==> config.mk <==
export PLATFORM = sky130hd
export DESIGN_NAME = board_cell_writer_flat
export DESIGN_NICKNAME = d
export VERILOG_FILES = /design/src/rtl/board_cell_writer_pkg.sv /design/src/rtl/board_cell_writer_if.sv /design/src/rtl/board_cell_writer_cell_addr_map.sv /design/src/rtl/board_cell_writer.sv /design/src/flat_wrapper.sv
export SDC_FILE = /design/constraint.sdc
export NUM_CORES = 1
export LEC_CHECK = 0
export ABC_AREA = 1
export BUFFER_PORTS_ARGS = -buffer_cell sky130_fd_sc_hd__buf_2
export CAP_MARGIN = 20
export CORE_MARGIN = 3
export CORE_UTILIZATION = 56
export CTS_CLUSTER_SIZE = 8
export DETAILED_ROUTE_END_ITERATION = 16
export PLACE_DENSITY = 0.81
export SYNTH_ARGS = -nofsm -noshare
export SYNTH_HDL_FRONTEND = slang
export SYNTH_SLANG_ARGS = --single-unit
==> constraint.sdc <==
create_clock -name clk_130mhz -period 2.3 [get_ports clk_130mhz]
set_clock_uncertainty 0.15 [all_clocks]
set_input_delay 0.69 -clock clk_130mhz [delete_from_list [all_inputs] [get_ports clk_130mhz]]
set_output_delay 0.69 -clock clk_130mhz [all_outputs]
set_load 0.1 [all_outputs]
==> src/rtl/board_cell_writer_pkg.sv <==
// board_cell_writer_pkg
//   Shared board geometry, cell coordinate type and the cell-edit opcode.
//   Imported by the writer, its interface, and the cell_addr_map helper
//   (which the renderer fetch stage uses as well).
package board_cell_writer_pkg;

   localparam int WORD_SIZE      = 16;
   localparam int LOG_WORD_SIZE  = 4;
   localparam int BOARD_SIZE     = 64;
   localparam int LOG_BOARD_SIZE = 6;
   localparam int WORDS_PER_ROW  = BOARD_SIZE / WORD_SIZE;
   localparam int NUM_WORDS      = BOARD_SIZE * WORDS_PER_ROW;
   localparam int LOG_MAX_ADDR   = $clog2(NUM_WORDS);

   typedef logic [LOG_BOARD_SIZE-1:0] pos_t;

   typedef enum logic [1:0] {
      OP_SET       = 2'd0,
      OP_CLEAR     = 2'd1,
      OP_TOGGLE    = 2'd2,
      OP_CLEAR_ALL = 2'd3
   } cell_op_t;

endpackage

==> src/rtl/board_cell_writer_if.sv <==
// board_cell_writer_if
//   Command channel plus board-memory port of the cell writer.
//   cmd_*     : valid/ready edit command (op, x, y)
//   mem_*     : grant, word address, read data, write data, write enable
//   status    : busy_out, done_out
//   modport slave  - the writer
//   modport master - command source / memory side
interface board_cell_writer_if;
   import board_cell_writer_pkg::*;

   logic                    cmd_valid_in;
   logic                    cmd_ready_out;
   cell_op_t                cmd_op_in;
   pos_t                    cmd_x_in;
   pos_t                    cmd_y_in;
   logic                    mem_grant_in;
   logic [LOG_MAX_ADDR-1:0] addr_out;
   logic [WORD_SIZE-1:0]    data_r_in;
   logic [WORD_SIZE-1:0]    data_w_out;
   logic                    we_out;
   logic                    busy_out;
   logic                    done_out;

   modport slave (
      input  cmd_valid_in, cmd_op_in, cmd_x_in, cmd_y_in, mem_grant_in, data_r_in,
      output cmd_ready_out, addr_out, data_w_out, we_out, busy_out, done_out
   );

   modport master (
      output cmd_valid_in, cmd_op_in, cmd_x_in, cmd_y_in, mem_grant_in, data_r_in,
      input  cmd_ready_out, addr_out, data_w_out, we_out, busy_out, done_out
   );

endinterface

==> src/rtl/board_cell_writer_cell_addr_map.sv <==
// cell_addr_map
//   Combinational board-cell to memory-word mapping, shared with the renderer
//   so both ends agree on layout. MSB of a word is the leftmost cell.
//   x, y    : board coordinates
//   addr    : word address = y*WORDS_PER_ROW + (x >> LOG_WORD_SIZE)
//   bit_idx : WORD_SIZE-1 - x[LOG_WORD_SIZE-1:0]
module cell_addr_map
   import board_cell_writer_pkg::*;
(
   input  pos_t                     x,
   input  pos_t                     y,
   output logic [LOG_MAX_ADDR-1:0]  addr,
   output logic [LOG_WORD_SIZE-1:0] bit_idx
);

   assign addr    = LOG_MAX_ADDR'(y) * LOG_MAX_ADDR'(WORDS_PER_ROW)
                  + LOG_MAX_ADDR'(x >> LOG_WORD_SIZE);
   assign bit_idx = LOG_WORD_SIZE'(WORD_SIZE - 1) - x[LOG_WORD_SIZE-1:0];

endmodule

==> src/rtl/board_cell_writer.sv <==
// board_cell_writer
//   Applies SET/CLEAR/TOGGLE edits to one board cell by read-modify-write of
//   the word-packed board memory, touching the port only while mem_grant_in=1.
//   Ports: clk_130mhz (posedge), rst_in (async, active high),
//          bus (board_cell_writer_if.slave: command channel + memory port).
//   Parameter: READ_LATENCY (1..4) cycles from addr_out to valid data_r_in.
//   Build option: CELL_WRITER_CLEAR_ALL_EN - op 3 zeroes every word, one per
//   granted cycle; without it op 3 just completes with no memory access.
module board_cell_writer
   import board_cell_writer_pkg::*;
#(
   parameter int READ_LATENCY = 2
) (
   input logic                clk_130mhz,
   input logic                rst_in,
   board_cell_writer_if.slave bus
);

   typedef enum logic [2:0] {IDLE, WAIT_GRANT, READ, WRITE, DONE, CLEAR} state_t;

   // READ spends one cycle presenting the address, then READ_LATENCY cycles
   // waiting; data is captured when rd_cnt reaches RD_LAST.
   localparam logic [2:0] RD_LAST = 3'(READ_LATENCY);
`ifdef CELL_WRITER_CLEAR_ALL_EN
   localparam logic [LOG_MAX_ADDR-1:0] LAST_ADDR = LOG_MAX_ADDR'(NUM_WORDS - 1);
`endif

   state_t                   state, state_nxt;
   pos_t                     x_q, y_q;
   cell_op_t                 op_q;
   logic [2:0]               rd_cnt;
   logic [LOG_MAX_ADDR-1:0]  addr_q, map_addr;
   logic [LOG_WORD_SIZE-1:0] map_bit;
   logic [WORD_SIZE-1:0]     wdata_q, mask, word_mod;
   logic                     accept;

   assign accept = (state == IDLE) && bus.cmd_valid_in;

   cell_addr_map u_map (.x(x_q), .y(y_q), .addr(map_addr), .bit_idx(map_bit));

   always_comb begin
      mask = WORD_SIZE'(1) << map_bit;
      case (op_q)
         OP_SET:    word_mod = bus.data_r_in | mask;
         OP_CLEAR:  word_mod = bus.data_r_in & ~mask;
         OP_TOGGLE: word_mod = bus.data_r_in ^ mask;
         default:   word_mod = bus.data_r_in;
      endcase
   end

   // state register
   always_ff @(posedge clk_130mhz or posedge rst_in) begin
      if (rst_in) state <= IDLE;
      else        state <= state_nxt;
   end

   // next state
   always_comb begin
      state_nxt = state;
      case (state)
         IDLE:
            if (accept) state_nxt = (bus.cmd_op_in == OP_CLEAR_ALL) ? CLEAR : WAIT_GRANT;
         WAIT_GRANT:
            if (bus.mem_grant_in) state_nxt = READ;
         READ:
            // losing the port mid-read invalidates the pipeline: start over
            if (!bus.mem_grant_in)    state_nxt = WAIT_GRANT;
            else if (rd_cnt == RD_LAST) state_nxt = WRITE;
         WRITE:
            if (bus.mem_grant_in) state_nxt = DONE;
         DONE:
            state_nxt = IDLE;
         CLEAR:
`ifdef CELL_WRITER_CLEAR_ALL_EN
            if (bus.mem_grant_in && addr_q == LAST_ADDR) state_nxt = DONE;
`else
            state_nxt = DONE;
`endif
         default:
            state_nxt = IDLE;
      endcase
   end

   // outputs; write enable is gated by grant combinationally so it can never
   // be seen while another master owns the port
   always_comb begin
      bus.cmd_ready_out = (state == IDLE);
      bus.busy_out      = (state != IDLE);
      bus.done_out      = (state == DONE);
      bus.we_out        = 1'b0;
      if (bus.mem_grant_in) begin
         if (state == WRITE) bus.we_out = 1'b1;
`ifdef CELL_WRITER_CLEAR_ALL_EN
         if (state == CLEAR) bus.we_out = 1'b1;
`endif
      end
      bus.addr_out   = addr_q;
      bus.data_w_out = wdata_q;
   end

   // command latch, read counter, address and write data
   always_ff @(posedge clk_130mhz or posedge rst_in) begin
      if (rst_in) begin
         x_q     <= '0;
         y_q     <= '0;
         op_q    <= OP_SET;
         rd_cnt  <= '0;
         addr_q  <= '0;
         wdata_q <= '0;
      end else begin
         if (accept) begin
            x_q  <= bus.cmd_x_in;
            y_q  <= bus.cmd_y_in;
            op_q <= bus.cmd_op_in;
            if (bus.cmd_op_in == OP_CLEAR_ALL) begin
               addr_q  <= '0;
               wdata_q <= '0;
            end
         end
         case (state)
            WAIT_GRANT: begin
               rd_cnt <= '0;
               addr_q <= map_addr;
            end
            READ:
               if (!bus.mem_grant_in)     rd_cnt  <= '0;
               else if (rd_cnt == RD_LAST) wdata_q <= word_mod;
               else                        rd_cnt  <= rd_cnt + 3'd1;
`ifdef CELL_WRITER_CLEAR_ALL_EN
            CLEAR:
               if (bus.mem_grant_in) addr_q <= (addr_q == LAST_ADDR) ? '0 : addr_q + 1'b1;
`endif
            default: ;
         endcase
      end
   end

endmodule
==> src/flat_wrapper.sv <==
// flat-port wrapper written by rule: the top's interface ports become plain ports
module board_cell_writer_flat import board_cell_writer_pkg::*;
#(
   parameter int READ_LATENCY = 2
)
  (clk_130mhz, rst_in, bus_cmd_valid_in, bus_cmd_op_in, bus_cmd_x_in, bus_cmd_y_in, bus_mem_grant_in, bus_data_r_in, bus_cmd_ready_out, bus_addr_out, bus_data_w_out, bus_we_out, bus_busy_out, bus_done_out);
  board_cell_writer_if bus_i ();
  input logic clk_130mhz;
  input logic rst_in;
  input wire logic [$bits(bus_i.cmd_valid_in)-1:0] bus_cmd_valid_in;
  input wire logic [$bits(bus_i.cmd_op_in)-1:0] bus_cmd_op_in;
  input wire logic [$bits(bus_i.cmd_x_in)-1:0] bus_cmd_x_in;
  input wire logic [$bits(bus_i.cmd_y_in)-1:0] bus_cmd_y_in;
  input wire logic [$bits(bus_i.mem_grant_in)-1:0] bus_mem_grant_in;
  input wire logic [$bits(bus_i.data_r_in)-1:0] bus_data_r_in;
  output wire logic [$bits(bus_i.cmd_ready_out)-1:0] bus_cmd_ready_out;
  output wire logic [$bits(bus_i.addr_out)-1:0] bus_addr_out;
  output wire logic [$bits(bus_i.data_w_out)-1:0] bus_data_w_out;
  output wire logic [$bits(bus_i.we_out)-1:0] bus_we_out;
  output wire logic [$bits(bus_i.busy_out)-1:0] bus_busy_out;
  output wire logic [$bits(bus_i.done_out)-1:0] bus_done_out;
  assign bus_i.cmd_valid_in = bus_cmd_valid_in;
  assign bus_i.cmd_op_in = bus_cmd_op_in;
  assign bus_i.cmd_x_in = bus_cmd_x_in;
  assign bus_i.cmd_y_in = bus_cmd_y_in;
  assign bus_i.mem_grant_in = bus_mem_grant_in;
  assign bus_i.data_r_in = bus_data_r_in;
  assign bus_cmd_ready_out = bus_i.cmd_ready_out;
  assign bus_addr_out = bus_i.addr_out;
  assign bus_data_w_out = bus_i.data_w_out;
  assign bus_we_out = bus_i.we_out;
  assign bus_busy_out = bus_i.busy_out;
  assign bus_done_out = bus_i.done_out;
  board_cell_writer #(.READ_LATENCY(READ_LATENCY)) u_core (.clk_130mhz(clk_130mhz), .rst_in(rst_in), .bus(bus_i));
endmodule
==> qor.txt, run 1 <==
Fmax -> 443 MHz
Row count -> 26
DIE HEIGHT -> 80.6 um
Num CTS Buffers -> 5
Worst-Skew Late Latency -> 0.30 ns
DRT Wirelength -> 7030 um
Startpoint Class -> flip-flop
Starting Density -> 0.595
Worst-Margin Slew -> 0.580 ns
Met3 Routed Length -> 371 um
Fraction of layout cells with a size suffix above 1 -> 0.246
Die X -> 80.6 um
DRT iter0 DRCs -> 213
Htree depth -> 2
Drt drc -> 0
Post-synth ARST share -> 1.00
CTS Buffer Depth -> 2
WHS -> 0.289 ns
PortBufs -> 61
Max FO, Critical Path -> 6
Ports -> 62
Met1 WL -> 3110 um
Worst EP required -> 1.46 ns
Power Dens Cells -> 1230 nW/um^2
Number of max-cap violations -> 0
Pre-CTS setup slack -> 0.236 ns
Worst Hold Class -> in2async
Slew HR -> 0.613
Worst setup EP type -> output port
Yosys cell types -> 29
Vias in the first global route -> 2,604
P&R area growth vs syn -> 17.0%
Largest net degree at the start of global routing -> 45
Routed wire per std cell -> 13.3 um
EDFF count, synth -> 0
Placed Cells -> 518
Total track usage -> 0.227
Vias per cell -> 5.35
Fin. Hold Viols -> 0
CORE AREA -> 5240 sq um
# setup viols final -> 0
Period minus WS final -> 2.26 ns
Clk sinks -> 44
HPWL after DPL -> 5240 um
Register area share after synthesis -> 0.353
Final period utilization -> 0.981
Seq pwr share -> 0.284
Switch Pwr -> 2430 uW
Crit path kind -> reg2out
Part of the power in combinational logic -> 0.578
Final net count -> 526
Yosys warnings -> 0
Die footprint -> 6500 sq um
Clock share of power -> 0.137
Post-Synthesis Cell Area -> 3120 sq um
Synthesis-stage register bit count -> 44
Initial antenna violation count -> 0
Syn Inst Count -> 400
First-pass detailed-route iteration total -> 4
Root Buffer -> clkbuf_8
Slew Limit Fails -> 0
Worst endpoint data arrival time -> 1.42 ns
Highest Signal Layer -> met4
Clock Pin Slew Worst Setup and Hold Paths -> 0.09 ns
First-pass GRT wire length -> 11,600 um
Fin Setup TNS -> 0 ns
Via count -> 2,829
Syn Area/Cell -> 7.79 sq um
Cell internal pwr -> 2060 uW
Leak -> 0.00203 uW
Sw Ratio -> 0.541
CTS tree -> built
Status -> complete, no violations
Met2 wire len -> 3460 um
Worst R2R Setup Slack -> 0.35 ns
Post-route setup slack -> 0.0448 ns
Antenna viol nets, final -> 0
Post-Layout Cell Count -> 529
Peak supply drop -> 1.56 mV
Remaining Overflow, GRT -> 0
Overall Power -> 4480 uW
# hold bufs at CTS -> 0
# diodes -> 0
Predominant post-synthesis flop cell -> dfrtp_1
Mapped Nets -> 468
Routability Congestion -> 0.825
[placed cells by master, fill, tap and decap left out, drive strengths merged]
cell | synthesis | routed
clkinv | 4 | 6
nand2 | 119 | 119
nand3 | 73 | 73
a21oi | 5 | 5
nor2 | 17 | 17
inv | 46 | 46
nand3b | 1 | 1
nor3 | 1 | 1
buf | 14 | 69
bufinv | 0 | 1
ha | 34 | 34
dfrtp | 44 | 44
clkbuf | 5 | 6
or2 | 1 | 1
nand4 | 19 | 19
o21ai | 17 | 17
[registers in the layout (all words and copies together) (netlist names)]
signal and cells:
u_core.y_q 6, u_core.state 3, u_core.x_q 6, u_core.bus.addr_out 8, u_core.bus.data_w_out 16, u_core.op_q 2
u_core.rd_cnt 3
[Yosys cell counts (5+ instances only)]
master    instances  area (sq um)
o21ai_0          15          75.1
ha_1             34           425
nor2_1           14          52.6
inv_1            43           161
nand3_1          60           300
clkbuf_1          5          18.8
nand2_1         108           405
nand4_1          19           119
nand2_2           9          56.3
nand3_2          12           120
dfrtp_1          44          1100
buf_2             7          35.0
[critical path, stage by stage (launching register included)]
cell     delay (ns)
dfrtp_1        0.49
nor2_4         0.23
nand2_4        0.11
inv_2          0.10
buf_12         0.18
[final cells by class]
type / count / area, sq um
Multi-Input combinational cell: 287 / 1720
Timing Repair Buffer: 70 / 433
Clock inverter: 3 / 47.5
Fill cell: 426 / 1590
Tap cell: 70 / 87.6
Inverter: 50 / 193
Sequential cell: 44 / 1100
Clock buffer: 5 / 68.8
[cell families after synthesis]
group                    synth area share
AO/OA/AOI/OAI                      0.0365
adder cells (fa/ha/maj)             0.136
buffers and inverters               0.104
flip-flops                          0.353
AND/OR/NAND/NOR                     0.370
[per-stage QoR]
step	instance area [sq um]	util
floorplan	3140	-
global placement	3510	0.670
detailed placement	3510	0.670
CTS	3620	0.692
global route	3650	0.697
finish	3650	0.697
[power by group through the flow]
stage	clock network [uW]	logic [uW]	registers, uW
floorplan	0	1570	1650
global placement	0	2440	1270
detailed placement	0	2530	1280
CTS	631	2530	1260
global route	657	2840	1310
finish	616	2590	1280
[routing by layer]
| metal | vias up | GRT usage |
|---|---|---|
| met3 | 9 | 0.0381 |
| met1 | 1335 | 0.293 |
| li1 | 1415 | - |
| met2 | 70 | 0.387 |
| met5 | - | 0 |
| met4 | 0 | 0.0726 |
[timing repair]
action | in CTS | in global routing
resized for setup | 0 | 2
setup buffers | 0 | 3
endpoints found under the setup margin | 0 | 3
[worst paths after layout]
| kind | from | endpoint | cells after the start |
|---|---|---|---|
| worst max-delay path | u_core.state[0]$_DFFE_PP0P_ | bus_cmd_ready_out | 4 |
| worst min register to register | u_core.y_q[2]$_DFFE_PP0N_ | u_core.y_q[2]$_DFFE_PP0N_ | 2 |
| worst min-delay path | rst_in | u_core.rd_cnt[2]$_DFFE_PP0P_ | 3 |
| max in group asynchronous | rst_in | u_core.x_q[2]$_DFFE_PP0N_ | 3 |
| min in group clk_130mhz | u_core.y_q[2]$_DFFE_PP0N_ | u_core.y_q[2]$_DFFE_PP0N_ | 2 |
| worst max register to register | u_core.x_q[0]$_DFFE_PP0N_ | u_core.bus.data_w_out[13]$_DFF_PP0_ | 7 |
(Power assumes the default switching activity.)
==> run 2, diff against run 1 <==
--- a/config.mk
+++ b/config.mk
@@ -12,7 +12,7 @@
 export CORE_UTILIZATION = 56
 export CTS_CLUSTER_SIZE = 8
 export DETAILED_ROUTE_END_ITERATION = 16
-export PLACE_DENSITY = 0.81
+export PLACE_DENSITY = 0.92
 export SYNTH_ARGS = -nofsm -noshare
 export SYNTH_HDL_FRONTEND = slang
 export SYNTH_SLANG_ARGS = --single-unit
==> qor.txt, run 2 (synthesized netlist as in run 1, its figures left out) <==
Hold path start -> u_core.y_q[4]$_DFFE_PP0N_
Worst Hold Class -> reg2reg
Worst endpoint data arrival time -> 1.37 ns (-0.05 ns)
Post-route setup slack -> 0.0906 ns (+0.0458 ns)
WP buf/inv -> 2 (unchanged)
Crit-path cells -> inv_1, nand3_1, nor2_4, buf_12
Row count -> 26 (unchanged)
Seq pwr share -> 0.288 (+0.004)
CTS Buffer Depth -> 2 (unchanged)
Htree depth -> 2 (unchanged)
# setup viols final -> 0 (unchanged)
Vias in the first global route -> 2,866 (+10%)
Part of the power in combinational logic -> 0.574 (-0.004)
P&R area growth vs syn -> 15.9%
Final net count -> 523 (-0.57%)
Total track usage -> 0.247 (+0.0192)
# diodes -> 0 (unchanged)
First-pass detailed-route iteration total -> 4 (unchanged)
Worst-Skew Late Latency -> 0.30 ns (about the same)
Routed wire per std cell -> 14.1 um (+5.9%)
DIE HEIGHT -> 80.6 um (unchanged)
First-pass GRT wire length -> 12,700 um (+9.6%)
Final period utilization -> 0.961 (-0.0199)
Fill cells -> 411 (-3.5%)
Drt drc -> 0 (unchanged)
Remaining Overflow, GRT -> 0 (unchanged)
Initial antenna violation count -> 0 (unchanged)
Die footprint -> 6500 sq um (unchanged)
Clock share of power -> 0.138 (about the same)
Worst EP required -> 1.46 ns (about the same)
Pre-CTS setup slack -> 0.230 ns (-0.00611 ns)
Critical path's top delay family -> flip-flops
Vias per cell -> 5.46 (+2.1%)
Fin Setup TNS -> 0 ns (unchanged)
DRT Wirelength -> 7400 um (+5.3%)
Starting Density -> 0.595 (unchanged)
Clk sinks -> 44 (unchanged)
CP peak stage delay -> 0.43 ns (-0.06 ns)
Crit path from -> u_core.state[2]$_DFFE_PP0P_
Period minus WS final -> 2.21 ns (-0.0458 ns)
Clock Pin Slew Worst Setup and Hold Paths -> 0.09 ns (about the same)
Num CTS Buffers -> 5 (unchanged)
CTS tree -> built
Startpoint Class -> flip-flop
Worst setup EP type -> output port
Fraction of layout cells with a size suffix above 1 -> 0.239 (-0.00715)
Leak -> 0.00200 uW (-1.1%)
Sw Ratio -> 0.548 (+0.00672)
Worst-Margin Slew -> 0.576 ns (-0.00438 ns)
Largest net degree at the start of global routing -> 45 (unchanged)
Antenna viol nets, final -> 0 (unchanged)
Slew HR -> 0.616 (+0.00292)
RSZ-0062 raised after global routing -> false
Most common cell after layout, fill and taps aside -> nand2_1
Max reg flops -> 16 (unchanged)
Overall Power -> 4460 uW (-0.63%)
Power Dens Cells -> 1230 nW/um^2 (+0.37%)
Crit path kind -> reg2out
Number of max-cap violations -> 0 (unchanged)
Switch Pwr -> 2440 uW (+0.61%)
Fmax -> 453 MHz (+2.1%)
CORE AREA -> 5240 sq um (unchanged)
Critical-path top delay cell -> dfrtp_1
Status -> complete, no violations
DRT iter0 DRCs -> 221 (+3.8%)
Fin. Hold Viols -> 0 (unchanged)
Via count -> 2,871 (+1.5%)
Die X -> 80.6 um (unchanged)
Ports -> 62 (unchanged)
Commonest non-fill, non-tap cells in the layout -> nand2_1, nand3_1, buf_2
# hold bufs at CTS -> 0 (unchanged)
Max FO, Critical Path -> 4 (-2)
Post-Layout Cell Count -> 526 (-0.57%)
HPWL after DPL -> 5430 um (+3.5%)
Slew Limit Fails -> 0 (unchanged)
RR Startpoint -> u_core.x_q[2]$_DFFE_PP0N_
PortBufs -> 61 (unchanged)
Root Buffer -> clkbuf_8
Routability Congestion -> 0.853 (+3.4%)
Placed Cells -> 517 (-0.19%)
Cell internal pwr -> 2010 uW (-2.1%)
Peak supply drop -> 1.28 mV (-18%)
[run 2: per-stage QoR]
| step | hold WS [ns] | util | instance area, sq um |
|---|---|---|---|
| after global routing | 0.346 | 0.690 | 3610 |
| after global placement | 0.303 | 0.666 | 3490 |
| after detailed placement | 0.311 | 0.666 | 3490 |
| after floorplan | 0.292 | - | 3140 |
| final | 0.333 | 0.690 | 3610 |
| after CTS | 0.334 | 0.688 | 3600 |
[run 2: cell type report]
type | count | area (sq um) | share of cell area
clock buffer | 5 | 68.8 | 0.0191
tap | 70 | 87.6 | 0.0242
clock inverter | 3 | 46.3 | 0.0128
sequential | 44 | 1100 | 0.305
multi-input combinational | 287 | 1720 | 0.476
inverter | 50 | 193 | 0.0533
timing repair buffer | 67 | 398 | 0.110
[run 2: worst paths after layout]
check | cells past startpoint | slack [ns] | end
max in group asynchronous | 3 | 1.26 | u_core.bus.data_w_out[1]$_DFF_PP0_
worst max-delay path | 4 | 0.09 | bus_we_out
worst min-delay path | 2 | 0.33 | u_core.bus.addr_out[6]$_DFFE_PP0P_
min in group asynchronous | 3 | 0.37 | u_core.bus.data_w_out[7]$_DFF_PP0_
worst max register to register | 7 | 0.31 | u_core.bus.data_w_out[6]$_DFF_PP0_
worst min register to register | 2 | 0.33 | u_core.bus.addr_out[6]$_DFFE_PP0P_
[run 2: what timing repair did]
action	CTS	global route
buffers inserted	0	1
setup endpoints to repair	0	2
gates resized for setup	0	1
endpoints found under the hold margin	0	0
[run 2: per-layer routing]
layer  share of wire  track usage  wire length, um  vias to the layer above
met1            0.42        0.307             3140                     1333
met2            0.49        0.415             3590                      111
li1                -            -                -                     1407
met3           0.066       0.0538              492                       20
met4           0.024       0.0963              175                        0
met5               0            0                0                        -
[run 2: worst register-to-register path, stage by stage (launching register included)]
cell	delay, ns
dfrtp_1	0.50
clkinv_1	0.29
nand4_1	0.24
ha_1	0.25
o21ai_0	0.18
nand3_1	0.12
nand3_1	0.10
nand2_2	0.05
[run 2: power groups by stage]
stage               Clock, uW  Sequential (uW)  Combinational (uW)
floorplan                   0             1650                1570
CTS                       628             1270                2520
global placement            0             1270                2400
finish                    615             1280                2560
detailed placement          0             1290                2500
global route              659             1320                2780
==> run 3, diff against run 2 <==
--- a/config.mk
+++ b/config.mk
@@ -13,6 +13,7 @@
 export CTS_CLUSTER_SIZE = 8
 export DETAILED_ROUTE_END_ITERATION = 16
 export PLACE_DENSITY = 0.92
+export SETUP_SLACK_MARGIN = 0.1
 export SYNTH_ARGS = -nofsm -noshare
 export SYNTH_HDL_FRONTEND = slang
 export SYNTH_SLANG_ARGS = --single-unit
==> qor.txt, run 3 (synthesized netlist as in run 1, its figures left out) <==
Post-Layout Inst Area -> 3620 sq um (+0.21%)
Seq pwr share -> 0.290 (+0.002)
Number of max-cap violations -> 0 (unchanged)
Ports -> 62 (unchanged)
Total track usage -> 0.247 (+0.000296)
Fin. Hold Viols -> 0 (unchanged)
Clock share of power -> 0.138 (about the same)
HPWL after DPL -> 5440 um (+0.14%)
First-pass GRT wire length -> 12,500 um (-0.98%)
Slew HR -> 0.624 (+0.00837)
Worst EP required -> 1.46 ns (about the same)
Antenna viol nets, final -> 0 (unchanged)
Largest net degree at the start of global routing -> 45 (unchanged)
Part of the power in combinational logic -> 0.572 (-0.002)
Met2 Use GR -> 0.407 (-0.00745)
Fin Setup TNS -> 0 ns (unchanged)
First-pass detailed-route iteration total -> 5 (+1)
Num CTS Buffers -> 5 (unchanged)
Worst endpoint data arrival time -> 1.30 ns (-0.07 ns)
DIE HEIGHT -> 80.6 um (unchanged)
# setup viols final -> 0 (unchanged)
Worst-Skew Late Latency -> 0.30 ns (about the same)
R2r worst-path depth -> 7 (unchanged)
Fraction of layout cells with a size suffix above 1 -> 0.248 (+0.00877)
Post-Layout Cell Count -> 526 (unchanged)
Clk sinks -> 44 (unchanged)
Commonest non-fill, non-tap cells in the layout -> nand2_1, nand3_1, buf_2
GR Util met3 -> 0.0437 (-0.0101)
Vias in the first global route -> 2,671 (-6.8%)
Slew Limit Fails -> 0 (unchanged)
Die footprint -> 6500 sq um (unchanged)
GRT Max-Usage Layer -> met2
DRT iter0 DRCs -> 164 (-26%)
Crit path kind -> reg2out
Hold path depth -> 2 (unchanged)
Remaining Overflow, GRT -> 0 (unchanged)
Switch Pwr -> 2480 uW (+1.6%)
Sw Ratio -> 0.551 (+0.00325)
Critical-path top delay cell -> dfrtp_2
Worst Hold Class -> reg2reg
WP buf/inv -> 3 (+1)
P&R area growth vs syn -> 16.1%
Routed wire per std cell -> 14.6 um (+3.7%)
DP Area -> 3490 sq um (unchanged)
WHS -> 0.330 ns (-0.00314 ns)
Root Buffer -> clkbuf_8
Final period utilization -> 0.930 (-0.0304)
CTS tree -> built
Max reg flops -> 16 (unchanged)
Placed Cells -> 517 (unchanged)
Crit-path cells -> inv_2, nand2_4, inv_2, buf_12
Initial antenna violation count -> 0 (unchanged)
Clock Pin Slew Worst Setup and Hold Paths -> 0.09 ns (about the same)
Die X -> 80.6 um (unchanged)
Drt drc -> 0 (unchanged)
Power Dens Cells -> 1240 nW/um^2 (+0.82%)
Row count -> 26 (unchanged)
Max FO, Critical Path -> 7 (+3)
Worst-Margin Slew -> 0.563 ns (-0.0125 ns)
Cell depth of the worst setup path -> 4 (unchanged)
Status -> complete, no violations
CORE AREA -> 5240 sq um (unchanged)
Startpoint Class -> flip-flop
RSZ-0062 raised after global routing -> false
Critical path's top delay family -> flip-flops
Via count -> 2,934 (+2.2%)
Period minus WS final -> 2.14 ns (-0.0699 ns)
Starting Density -> 0.595 (unchanged)
Final net count -> 523 (unchanged)
Fmax -> 467 MHz (+3.3%)
CP dominant cell by count -> inv_2
Peak supply drop -> 1.36 mV (+6.2%)
Vias per cell -> 5.58 (+2.2%)
Cell internal pwr -> 2020 uW (+0.30%)
Worst setup EP type -> output port
CTS Buffer Depth -> 2 (unchanged)
Routability Congestion -> 0.836 (-2.0%)
Met1 global-route usage -> 0.326 (+0.0194)
Most common cell after layout, fill and taps aside -> nand2_1
DRT Wirelength -> 7670 um (+3.7%)
Leak -> 0.00200 uW (about the same)
Htree depth -> 2 (unchanged)
# diodes -> 0 (unchanged)
CP peak stage delay -> 0.50 ns (+0.07 ns)
PortBufs -> 61 (unchanged)
-- run 3: cell types whose count changed in the layout (fill, tap and decap cells not counted) --
cell / previous run / this run
buf_4: 6 / 7
clkbuf_4: 1 / 0
dfrtp_1: 44 / 42
dfrtp_2: 0 / 2
inv_1: 43 / 42
inv_2: 2 / 3
nand3_1: 60 / 59
nand3_2: 12 / 13
-- run 3: per-stage QoR --
| step | total power, uW | setup WS, ns | utilization |
|---|---|---|---|
| floorplan | 3230 | 0.154 | - |
| CTS | 4460 | 0.113 | 0.690 |
| global placement | 3670 | 0.241 | 0.666 |
| finish | 4500 | 0.160 | 0.691 |
| global route | 4780 | 0.110 | 0.691 |
| detailed placement | 3790 | 0.224 | 0.666 |
-- run 3: per-layer routing --
| metal | up-vias | share of wire |
|---|---|---|
| li1 | 1408 | - |
| met1 | 1367 | 0.42 |
| met2 | 137 | 0.48 |
| met3 | 22 | 0.074 |
| met4 | 0 | 0.027 |
| met5 | - | 0 |
-- run 3: area by class of cell --
type | instances | area (sq um)
multi-input combinational | 287 | 1720
fill | 381 | 1620
sequential | 44 | 1100
timing repair buffer | 67 | 398
inverter | 50 | 193
tap | 70 | 87.6
clock buffer | 5 | 68.8
clock inverter | 3 | 46.3
-- run 3: path summary, 6_finish.rpt --
kind / slack, ns / from / endpoint
worst max register to register: 0.29 / u_core.x_q[0]$_DFFE_PP0N_ / u_core.bus.data_w_out[3]$_DFF_PP0_
max in group asynchronous: 1.24 / rst_in / u_core.state[0]$_DFFE_PP0P_
worst max-delay path: 0.16 / u_core.state[1]$_DFFE_PP0P_ / bus_cmd_ready_out
worst min register to register: 0.33 / u_core.y_q[4]$_DFFE_PP0N_ / u_core.y_q[4]$_DFFE_PP0N_
worst min-delay path: 0.33 / u_core.y_q[4]$_DFFE_PP0N_ / u_core.y_q[4]$_DFFE_PP0N_
min in group asynchronous: 0.36 / rst_in / u_core.bus.data_w_out[14]$_DFF_PP0_
-- run 3: power by group through the flow --
stage	Sequential [uW]	Clock (uW)	Combinational, uW
floorplan	1650	0	1580
global placement	1280	0	2390
detailed placement	1290	0	2490
CTS	1280	622	2550
global route	1330	655	2790
finish	1310	619	2580
-- run 3: worst register-to-register path, delay by kind of cell (launching register included) --
family          cells  cell delay [ns]
buf+inv             1             0.31
flops               1             0.52
compound gates      1             0.15
simple gates        4             0.53
fa+ha+maj           1             0.24
-- run 3: timing repair --
| item | CTS | global route |
|---|---|---|
| gates cloned | 0 | 0 |
| hold buffers | 0 | 0 |
| resized for setup | 3 | 2 |
| endpoints found under the setup margin | 3 | 2 |
| buffers inserted | 1 | 0 |
| pin swaps | 1 | 1 |
